===== src/rtl/fifo_param.sv =====
// ---------------------------------------------------------------------------
// fifo_param
//
// Parametrised single-clock FIFO with occupancy count, programmable
// almost-full / almost-empty thresholds and sticky overflow / underflow
// error flags. A push while full is accepted when a pop is accepted in
// the same cycle, so one push and one pop per cycle can be sustained even
// at full occupancy.
//
// Optional build macro:
//   FIFO_FWFT_EN  - first-word-fall-through reads. data_out shows the head
//                   word combinationally and data_valid = !empty. When the
//                   macro is undefined, reads have one cycle of registered
//                   latency and data_valid pulses once per accepted pop.
//
// Parameters:
//   WORD_SIZE          data width in bits (>= 1)
//   ADDRESS_SIZE       pointer width, DEPTH = 2**ADDRESS_SIZE (>= 1)
//   ALMOST_FULL_LEVEL  almost_full when count >= this (1..DEPTH)
//   ALMOST_EMPTY_LEVEL almost_empty when count <= this (0..DEPTH-1)
//
// Ports:
//   clock         in   rising-edge clock
//   reset_n       in   asynchronous active-low reset
//   write_enable  in   push request
//   data_in       in   push data
//   read_enable   in   pop request
//   clear_errors  in   clears overflow / underflow (a same-cycle set wins)
//   data_out      out  read data
//   data_valid    out  data_out holds a popped word / the head word
//   full, empty   out  registered status
//   almost_full   out  registered threshold status
//   almost_empty  out  registered threshold status
//   count         out  stored entries, 0..DEPTH
//   overflow      out  sticky: push rejected
//   underflow     out  sticky: pop requested while empty
// ---------------------------------------------------------------------------
module fifo_param #(
  parameter int WORD_SIZE          = 8,
  parameter int ADDRESS_SIZE       = 4,
  parameter int ALMOST_FULL_LEVEL  = 14,
  parameter int ALMOST_EMPTY_LEVEL = 2
) (
  input  logic                    clock,
  input  logic                    reset_n,
  input  logic                    write_enable,
  input  logic [WORD_SIZE-1:0]    data_in,
  input  logic                    read_enable,
  input  logic                    clear_errors,
  output logic [WORD_SIZE-1:0]    data_out,
  output logic                    data_valid,
  output logic                    full,
  output logic                    empty,
  output logic                    almost_full,
  output logic                    almost_empty,
  output logic [ADDRESS_SIZE:0]   count,
  output logic                    overflow,
  output logic                    underflow
);

  localparam int DEPTH       = 1 << ADDRESS_SIZE;
  localparam int COUNT_WIDTH = ADDRESS_SIZE + 1;

  localparam logic [COUNT_WIDTH-1:0] DEPTH_COUNT        = COUNT_WIDTH'(DEPTH);
  localparam logic [COUNT_WIDTH-1:0] ALMOST_FULL_COUNT  = COUNT_WIDTH'(ALMOST_FULL_LEVEL);
  localparam logic [COUNT_WIDTH-1:0] ALMOST_EMPTY_COUNT = COUNT_WIDTH'(ALMOST_EMPTY_LEVEL);
  localparam logic [COUNT_WIDTH-1:0] ONE_COUNT          = COUNT_WIDTH'(1);

  logic [WORD_SIZE-1:0]    memory [DEPTH];
  logic [ADDRESS_SIZE-1:0] write_pointer;
  logic [ADDRESS_SIZE-1:0] read_pointer;
  logic                    read_accept;
  logic                    write_accept;
  logic [COUNT_WIDTH-1:0]  count_next;

  // Accept logic. A pop is never accepted on an empty FIFO, so a
  // simultaneous read+write on empty takes only the write. A push on a
  // full FIFO is allowed exactly when the pop frees the slot this cycle.
  always_comb begin
    read_accept  = read_enable && !empty;
    write_accept = write_enable && (!full || read_accept);
    count_next   = count;
    if (write_accept && !read_accept) begin
      count_next = count + ONE_COUNT;
    end else if (!write_accept && read_accept) begin
      count_next = count - ONE_COUNT;
    end
  end

  // Storage array; intentionally not reset.
  always_ff @(posedge clock) begin
    if (write_accept) begin
      memory[write_pointer] <= data_in;
    end
  end

  // Pointers wrap naturally at DEPTH because they are ADDRESS_SIZE wide.
  // Status flags are registered from count_next so they line up with
  // the count they describe.
  always_ff @(posedge clock or negedge reset_n) begin
    if (!reset_n) begin
      write_pointer <= '0;
      read_pointer  <= '0;
      count         <= '0;
      full          <= 1'b0;
      empty         <= 1'b1;
      almost_full   <= 1'b0;
      almost_empty  <= 1'b1;
    end else begin
      if (write_accept) begin
        write_pointer <= write_pointer + 1'b1;
      end
      if (read_accept) begin
        read_pointer <= read_pointer + 1'b1;
      end
      count        <= count_next;
      full         <= (count_next == DEPTH_COUNT);
      empty        <= (count_next == '0);
      almost_full  <= (count_next >= ALMOST_FULL_COUNT);
      almost_empty <= (count_next <= ALMOST_EMPTY_COUNT);
    end
  end

  // Sticky error flags: a set condition in the same cycle as clear_errors
  // keeps the flag set.
  always_ff @(posedge clock or negedge reset_n) begin
    if (!reset_n) begin
      overflow  <= 1'b0;
      underflow <= 1'b0;
    end else begin
      if (write_enable && !write_accept) begin
        overflow <= 1'b1;
      end else if (clear_errors) begin
        overflow <= 1'b0;
      end
      if (read_enable && empty) begin
        underflow <= 1'b1;
      end else if (clear_errors) begin
        underflow <= 1'b0;
      end
    end
  end

`ifdef FIFO_FWFT_EN
  // Head word is visible combinationally; forced to zero while empty so
  // the output matches its reset value and never exposes stale storage.
  assign data_out   = empty ? '0 : memory[read_pointer];
  assign data_valid = !empty;
`else
  // Registered read: data_out captures the head on an accepted pop and
  // holds it otherwise; data_valid is a one-cycle pulse per pop.
  always_ff @(posedge clock or negedge reset_n) begin
    if (!reset_n) begin
      data_out   <= '0;
      data_valid <= 1'b0;
    end else begin
      data_valid <= read_accept;
      if (read_accept) begin
        data_out <= memory[read_pointer];
      end
    end
  end
`endif

endmodule


===== config.mk =====
export PLATFORM = sky130hd
export DESIGN_NAME = fifo_param
export DESIGN_NICKNAME = d
export VERILOG_FILES = /design/src/rtl/fifo_param.sv
export SDC_FILE = /design/constraint.sdc
export NUM_CORES = 1
export LEC_CHECK = 0
export CAP_MARGIN = 10
export CORE_ASPECT_RATIO = 0.5
export CORE_UTILIZATION = 30
export DETAILED_ROUTE_END_ITERATION = 6
export PLACE_DENSITY_LB_ADDON = 0.25
export SYNTH_ARGS = -nofsm -noshare
export SYNTH_HDL_FRONTEND = slang
export SYNTH_SLANG_ARGS = --single-unit

===== constraint.sdc =====
create_clock -name clock -period 2.65 [get_ports clock]
set_input_delay 0.53 -clock clock [delete_from_list [all_inputs] [get_ports clock]]
set_output_delay 0.53 -clock clock [all_outputs]
set_load 0.02 [all_outputs]

; ---- After elaboration in Yosys (flattened, before gate mapping)
; Memory sizes are Yosys's and may differ from the RTL's. A register that Yosys moved wholly into a read port is not among the register bits.
; Cells that the tools add are included.
; W data, S select, Z words.
[totals]
ff_bits = 20
ramBits = 128
inputBits = 13
out_inout_bits = 20
word_cells = 40
n_memories = 1
[op_classes]
add_sub_neg = 4
order_cmp = 2
eq_ne = 1
mux = 7
reduce_logical = 15
[memory_table]
columns = name, depth, width, read_ports, rd_ports_with_merged_regs, wr, line_no
row1 = memory, 16, 8, 1, 1, 1, 69  ; logic [WORD_SIZE-1:0] memory [DEPTH];
[ops]
columns = operator, n
row1 = $mux W5, 2
row2 = $add A4 B1 Y4 const B, 2
row3 = $logic_and A1 B1 Y1, 6
row4 = $add A5 B1 Y5 const B, 1
row5 = $eq A5 B5 Y1 const B, 1
row6 = $ge A5 B4 Y1 const B, 1
row7 = $le A5 B2 Y1 const B, 1
row8 = $logic_not A1 Y1, 5
row9 = $logic_not A5 Y1, 1
row10 = $mux W1, 5
row11 = $sub A5 B1 Y5 const B, 1
row12 = $reduce_bool A2 Y1, 2
row13 = $logic_or A1 B1 Y1, 1

; ---- Depth between registers and ports, before layout
[logic_depth]
ltp_word = 9
mapped_depth = 8
depth_no_buf = 7

; ---- Worst setup path after synthesis
; No wires, ideal clock.
[synth_timing]
kind = input-to-reg
start = input port write_enable
end = memory memory[7][0] (enable)
setup_ps = 385
arrival_ps = 1894
t_required_ps = 2265
setup_slack_ps = 370
stages = 4
n_path_buf = 1
path_cell_list = buf_2 > a21boi_1 > nand2_1 > nor3b_1
[synth_between]
elab_chain_cells = 3
[synth_rtl]
columns = item, line_no
row1 = from (decl), 46  ; input logic write_enable,
row2 = $logic_and A1 B1 Y1, 81  ; write_accept = write_enable && (!full || read_accept);
row3 = $mux W1, 92  ; if (write_accept) begin
row4 = $mux W1 (implied by the code), 93  ; memory[write_pointer] <= data_in;
row5 = to (decl), 69
; Every way passes these cells.

; ---- Worst setup path after layout
[layout_timing]
start = register empty
end = output port empty
[layout_rtl]
columns = item, line_no
row1 = from (decl), 53  ; output logic empty,
row2 = from (signal assigned), 118  ; empty <= (count_next == '0);
; No word-level cell between the ends.

==> summary.md <==
The final critical-path required period works out to 2.14 ns. For this run, the top clock speed supported by timing is 0.466 GHz. The run gives 405 as the gate count after technology mapping.

TritonCTS built the clock tree. For the aggregate routed wire length, the log shows 14000 um. Port buffering added 32 buffers. The fraction of post-synthesis cell area in the top cell type by area is 0.599, and the final setup skew is 0.0141 ns. Setup repair after global routing left no endpoint under its margin. The count of pins on the block boundary is 33, and the leakage power is 2.82 nW.

Total half-perimeter wirelength after legalization and detailed placement: 8980 um. The tools report the first element of the critical path as empty$_DFF_PN1_. The root buffer cell chosen for the clock tree is sky130_fd_sc_hd__clkbuf_16.

The slowest stage of the critical path belongs to the cell sky130_fd_sc_hd__clkdlybuf4s50_1. The setup path with the least slack is of type flop to output port. The max-slew violation total from the final report came out at 0. The register bit total from synthesis is 156. The number of enable-type register cells in the synthesized netlist was 128.

The run gives 20700 um2 as the core region area. Via count of the first global-routing pass: 3776. The share of the cycle needed by the critical path after routing is 0.809, and the clock insertion delay at the later pin of the skew report is 0.44 ns. VDD sags by at most 0.000485 V. The endpoint arrival time on the critical path was 1.61 ns; the summed instance area of the synthesized netlist was 6420 um2. Summing all multi-input logic gate instances after layout gives 1680 um2. In this run the critical register-to-register path is launched from read_pointer[2]$_DFFE_PN0P_.

The instance count on the critical path came out at 1. The filler cell count in the final layout was 1939; the number of core rows was 37. The post-synthesis sequential area ratio was 0.708; the total DRC errors in the routed layout was 0. Across the run, the number of max-cap violations was 0. The synthesized design spends more area on one cell type than any other, namely sky130_fd_sc_hd__edfxtp_1. In the final timing run, aggregate negative setup slack is 0 ns. In this run the remaining antenna-violating nets after routing total 0. The clock net in this run drives a total of 156 sinks.

The flow ran to the end, and the final reports show no timing, DRC or antenna violations. 0 antenna diodes ended up in the layout. The die width came out at 209 um.

The run gives 22000 um2 as the overall die area. Entering global routing, the biggest net connects 34 pins. The total overflow left after global routing is 0.

The detailed-route wire length per cell is 18.8 um, and the fraction of final layout cells sized beyond drive strength 1 is 0.159. The die is 105 um tall. Walking the worst path, the cells encountered are clkdlybuf4s50_1. Clock-pin slew was measured on the worst setup and hold paths at 0.07 ns. Among cell families on the critical path, the largest total delay comes from buffers and inverters. After the last flow step, the layout net total stands at 480.

In this run, the number of DRC markers left after iteration 0 of detailed routing was 263. No sink is reached through more buffers than the 2 on the longest clock path. The footprint of the flip-flops and latches was 4550 um2.

After clock tree synthesis, the repair step resized 0 gates. After clock tree synthesis, the flow added hold-fix buffers numbering 0. The run gives 0.379 as the share of the core filled with cells.

After synthesis, the netlist uses 49 different library cells. The number of vias per cell after detailed routing is 4.76. The kind of launch point of the worst setup path is a flop. The maximum net fanout on the critical path came out at 4.

The fraction of registers with async set or reset after synthesis is 0.179, and the area growth from synthesis to final layout is 22.5%. CTS built an H-tree with a depth of 4. The post-synthesis area per instance is 15.8 um2. The overall via count from detail_route was 3549; the data required time of the worst path was 2.12 ns.

The sum of buffers and inverters on the critical path works out to 1. The Yosys step of the flow raised 0 warnings. In this design, the stage delay of the slowest critical-path cell is 0.61 ns. At the pin with the least slew margin, the transition time is 0.749 ns. The depth of the most critical reg-to-reg path came out at 5. By area the synthesized netlist is led by sky130_fd_sc_hd__edfxtp_1 60%, sky130_fd_sc_hd__dfrtp_1 10%, sky130_fd_sc_hd__mux2i_1 10%. In the synthesized netlist the dominant register cell turns out to be sky130_fd_sc_hd__edfxtp_1.

The power density relative to cell area was 1100 nW/um2. The logs give 0.823 for the final weighted congestion in routability-driven placement and 0.309 for the initial core utilization. The logs give 0 for the final count of negative-setup-slack endpoints and 0.136 for the overall fraction of global-route tracks in use. After layout, the design draws a total of 8.63 mW. The run gives 0 as the initial antenna violation count. The wire length of the first global-routing pass is 21800 um, and the net count of the mapped netlist is 425. STA classifies the critical path endpoint as an output port. The first-pass detailed-route iteration total came out at 4. Clock tree synthesis inserted a total of 17 buffers. The normalized max-slew margin came out at 0.499. The class of the worst hold path is input pin to asynchronous set/reset pin. The tools report the total count of hold-check failures in the final report as 0. The tools report the post-CTS setup-driven buffer insertion count as 0.
==> report_power, final <==
| part | switching (mW) | internal (mW) |
|---|---|---|
| registers | 0.363 | 3.07 |
| logic | 1.53 | 1.21 |
| clock network | 1.12 | 1.35 |
==> cells by family (layout without fill, tap and decap cells) <==
logic type | after synthesis | in the layout | synth area share
flip-flops | 156 | 156 | 0.708
AND/OR/NAND/NOR | 76 | 76 | 0.0696
multiplexers | 64 | 64 | 0.0998
AO/OA/AOI/OAI | 62 | 62 | 0.0610
buffers and inverters | 30 | 98 | 0.0298
XOR/XNOR | 10 | 10 | 0.0177
adder cells (fa/ha/maj) | 7 | 7 | 0.0136
==> layout make-up <==
class / instances / area share
inverters: 8 / 0.00414
repair buffers: 58 / 0.0831
well taps: 273 / 0.0435
clock buffers: 17 / 0.0541
clock inverters: 15 / 0.0224
multi-input cells: 219 / 0.214
flip-flops and latches: 156 / 0.579
==> final timing paths <==
path | end | slack, ns
max | empty | 0.51
min | data_out[2]$_DFFE_PN0P_ | 0.48
max reg2reg | data_out[0]$_DFFE_PN0P_ | 0.63
min reg2reg | overflow$_DFFE_PN0P_ | 0.52
max in group asynchronous | almost_empty$_DFF_PN1_ | 1.44
min in group clock | overflow$_DFFE_PN0P_ | 0.52
==> registers in the layout, indices dropped and copies added (netlist names) <==
register	count
empty	1
write_pointer	4
underflow	1
almost_full	1
count	5
full	1
data_valid	1
read_pointer	4
data_out	8
almost_empty	1
memory	128
overflow	1
==> through the flow <==
step	cell area (um2)	std cells	hold WS, ns	worst slack [ns]
final	7860	746	0.481	0.506
after global placement	7260	714	0.514	0.151
after detailed placement	7260	714	0.523	0.149
after CTS	7860	746	0.498	0.486
after floorplan	6420	405	0.234	0.370
after global routing	7860	746	0.513	0.442
==> layer usage <==
metal,up-vias,global-route usage,share of wire
met4,0,0.0515,0.015
li1,1689,-,-
met2,57,0.227,0.49
met1,1789,0.172,0.46
met5,-,0,0
met3,14,0.0346,0.036
==> cell usage in the layout (no fill, tap or decap), types with 2 or more instances in the layout <==
master,Yosys,final
sky130_fd_sc_hd__inv_2,2,2
sky130_fd_sc_hd__and4_1,4,4
sky130_fd_sc_hd__clkinvlp_4,0,3
sky130_fd_sc_hd__ha_1,7,7
sky130_fd_sc_hd__a21oi_1,9,9
sky130_fd_sc_hd__inv_8,0,5
sky130_fd_sc_hd__dfrtp_1,26,25
sky130_fd_sc_hd__or4_1,7,7
sky130_fd_sc_hd__inv_1,5,5
sky130_fd_sc_hd__edfxtp_1,128,128
sky130_fd_sc_hd__and2_1,3,3
sky130_fd_sc_hd__buf_4,3,15
sky130_fd_sc_hd__mux2i_1,64,64
sky130_fd_sc_hd__dfstp_2,2,2
sky130_fd_sc_hd__xnor2_1,7,7
sky130_fd_sc_hd__o21ai_1,13,13
sky130_fd_sc_hd__clkinv_8,0,2
sky130_fd_sc_hd__buf_12,0,11
sky130_fd_sc_hd__nand4_1,2,2
sky130_fd_sc_hd__clkbuf_16,0,17
sky130_fd_sc_hd__nor2_1,12,12
sky130_fd_sc_hd__o22ai_1,24,24
sky130_fd_sc_hd__o21ai_0,7,7
sky130_fd_sc_hd__nor3_1,10,10
sky130_fd_sc_hd__nor4_1,4,4
sky130_fd_sc_hd__clkdlybuf4s50_1,0,32
sky130_fd_sc_hd__nand2_1,13,13
sky130_fd_sc_hd__nand3_1,3,3
sky130_fd_sc_hd__and3_1,8,8
sky130_fd_sc_hd__inv_6,0,3
==> Yosys cell counts, types with 2 or more instances <==
| cell | instances |
|---|---|
| sky130_fd_sc_hd__or4_1 | 7 |
| sky130_fd_sc_hd__edfxtp_1 | 128 |
| sky130_fd_sc_hd__nor4_1 | 4 |
| sky130_fd_sc_hd__clkbuf_1 | 7 |
| sky130_fd_sc_hd__nand4_1 | 2 |
| sky130_fd_sc_hd__buf_2 | 4 |
| sky130_fd_sc_hd__buf_4 | 3 |
| sky130_fd_sc_hd__and4_1 | 4 |
| sky130_fd_sc_hd__and3_1 | 8 |
| sky130_fd_sc_hd__o22ai_1 | 24 |
| sky130_fd_sc_hd__nor3_1 | 10 |
| sky130_fd_sc_hd__xnor2_1 | 7 |
| sky130_fd_sc_hd__buf_6 | 8 |
| sky130_fd_sc_hd__o21ai_1 | 13 |
| sky130_fd_sc_hd__inv_2 | 2 |
| sky130_fd_sc_hd__inv_1 | 5 |
| sky130_fd_sc_hd__ha_1 | 7 |
| sky130_fd_sc_hd__nand2_1 | 13 |
| sky130_fd_sc_hd__dfrtp_1 | 26 |
| sky130_fd_sc_hd__dfstp_2 | 2 |
| sky130_fd_sc_hd__nor2_1 | 12 |
| sky130_fd_sc_hd__a21oi_1 | 9 |
| sky130_fd_sc_hd__o21ai_0 | 7 |
| sky130_fd_sc_hd__mux2i_1 | 64 |
| sky130_fd_sc_hd__and2_1 | 3 |
| sky130_fd_sc_hd__nand3_1 | 3 |
No activity file was read; power rests on OpenSTA's default activity.
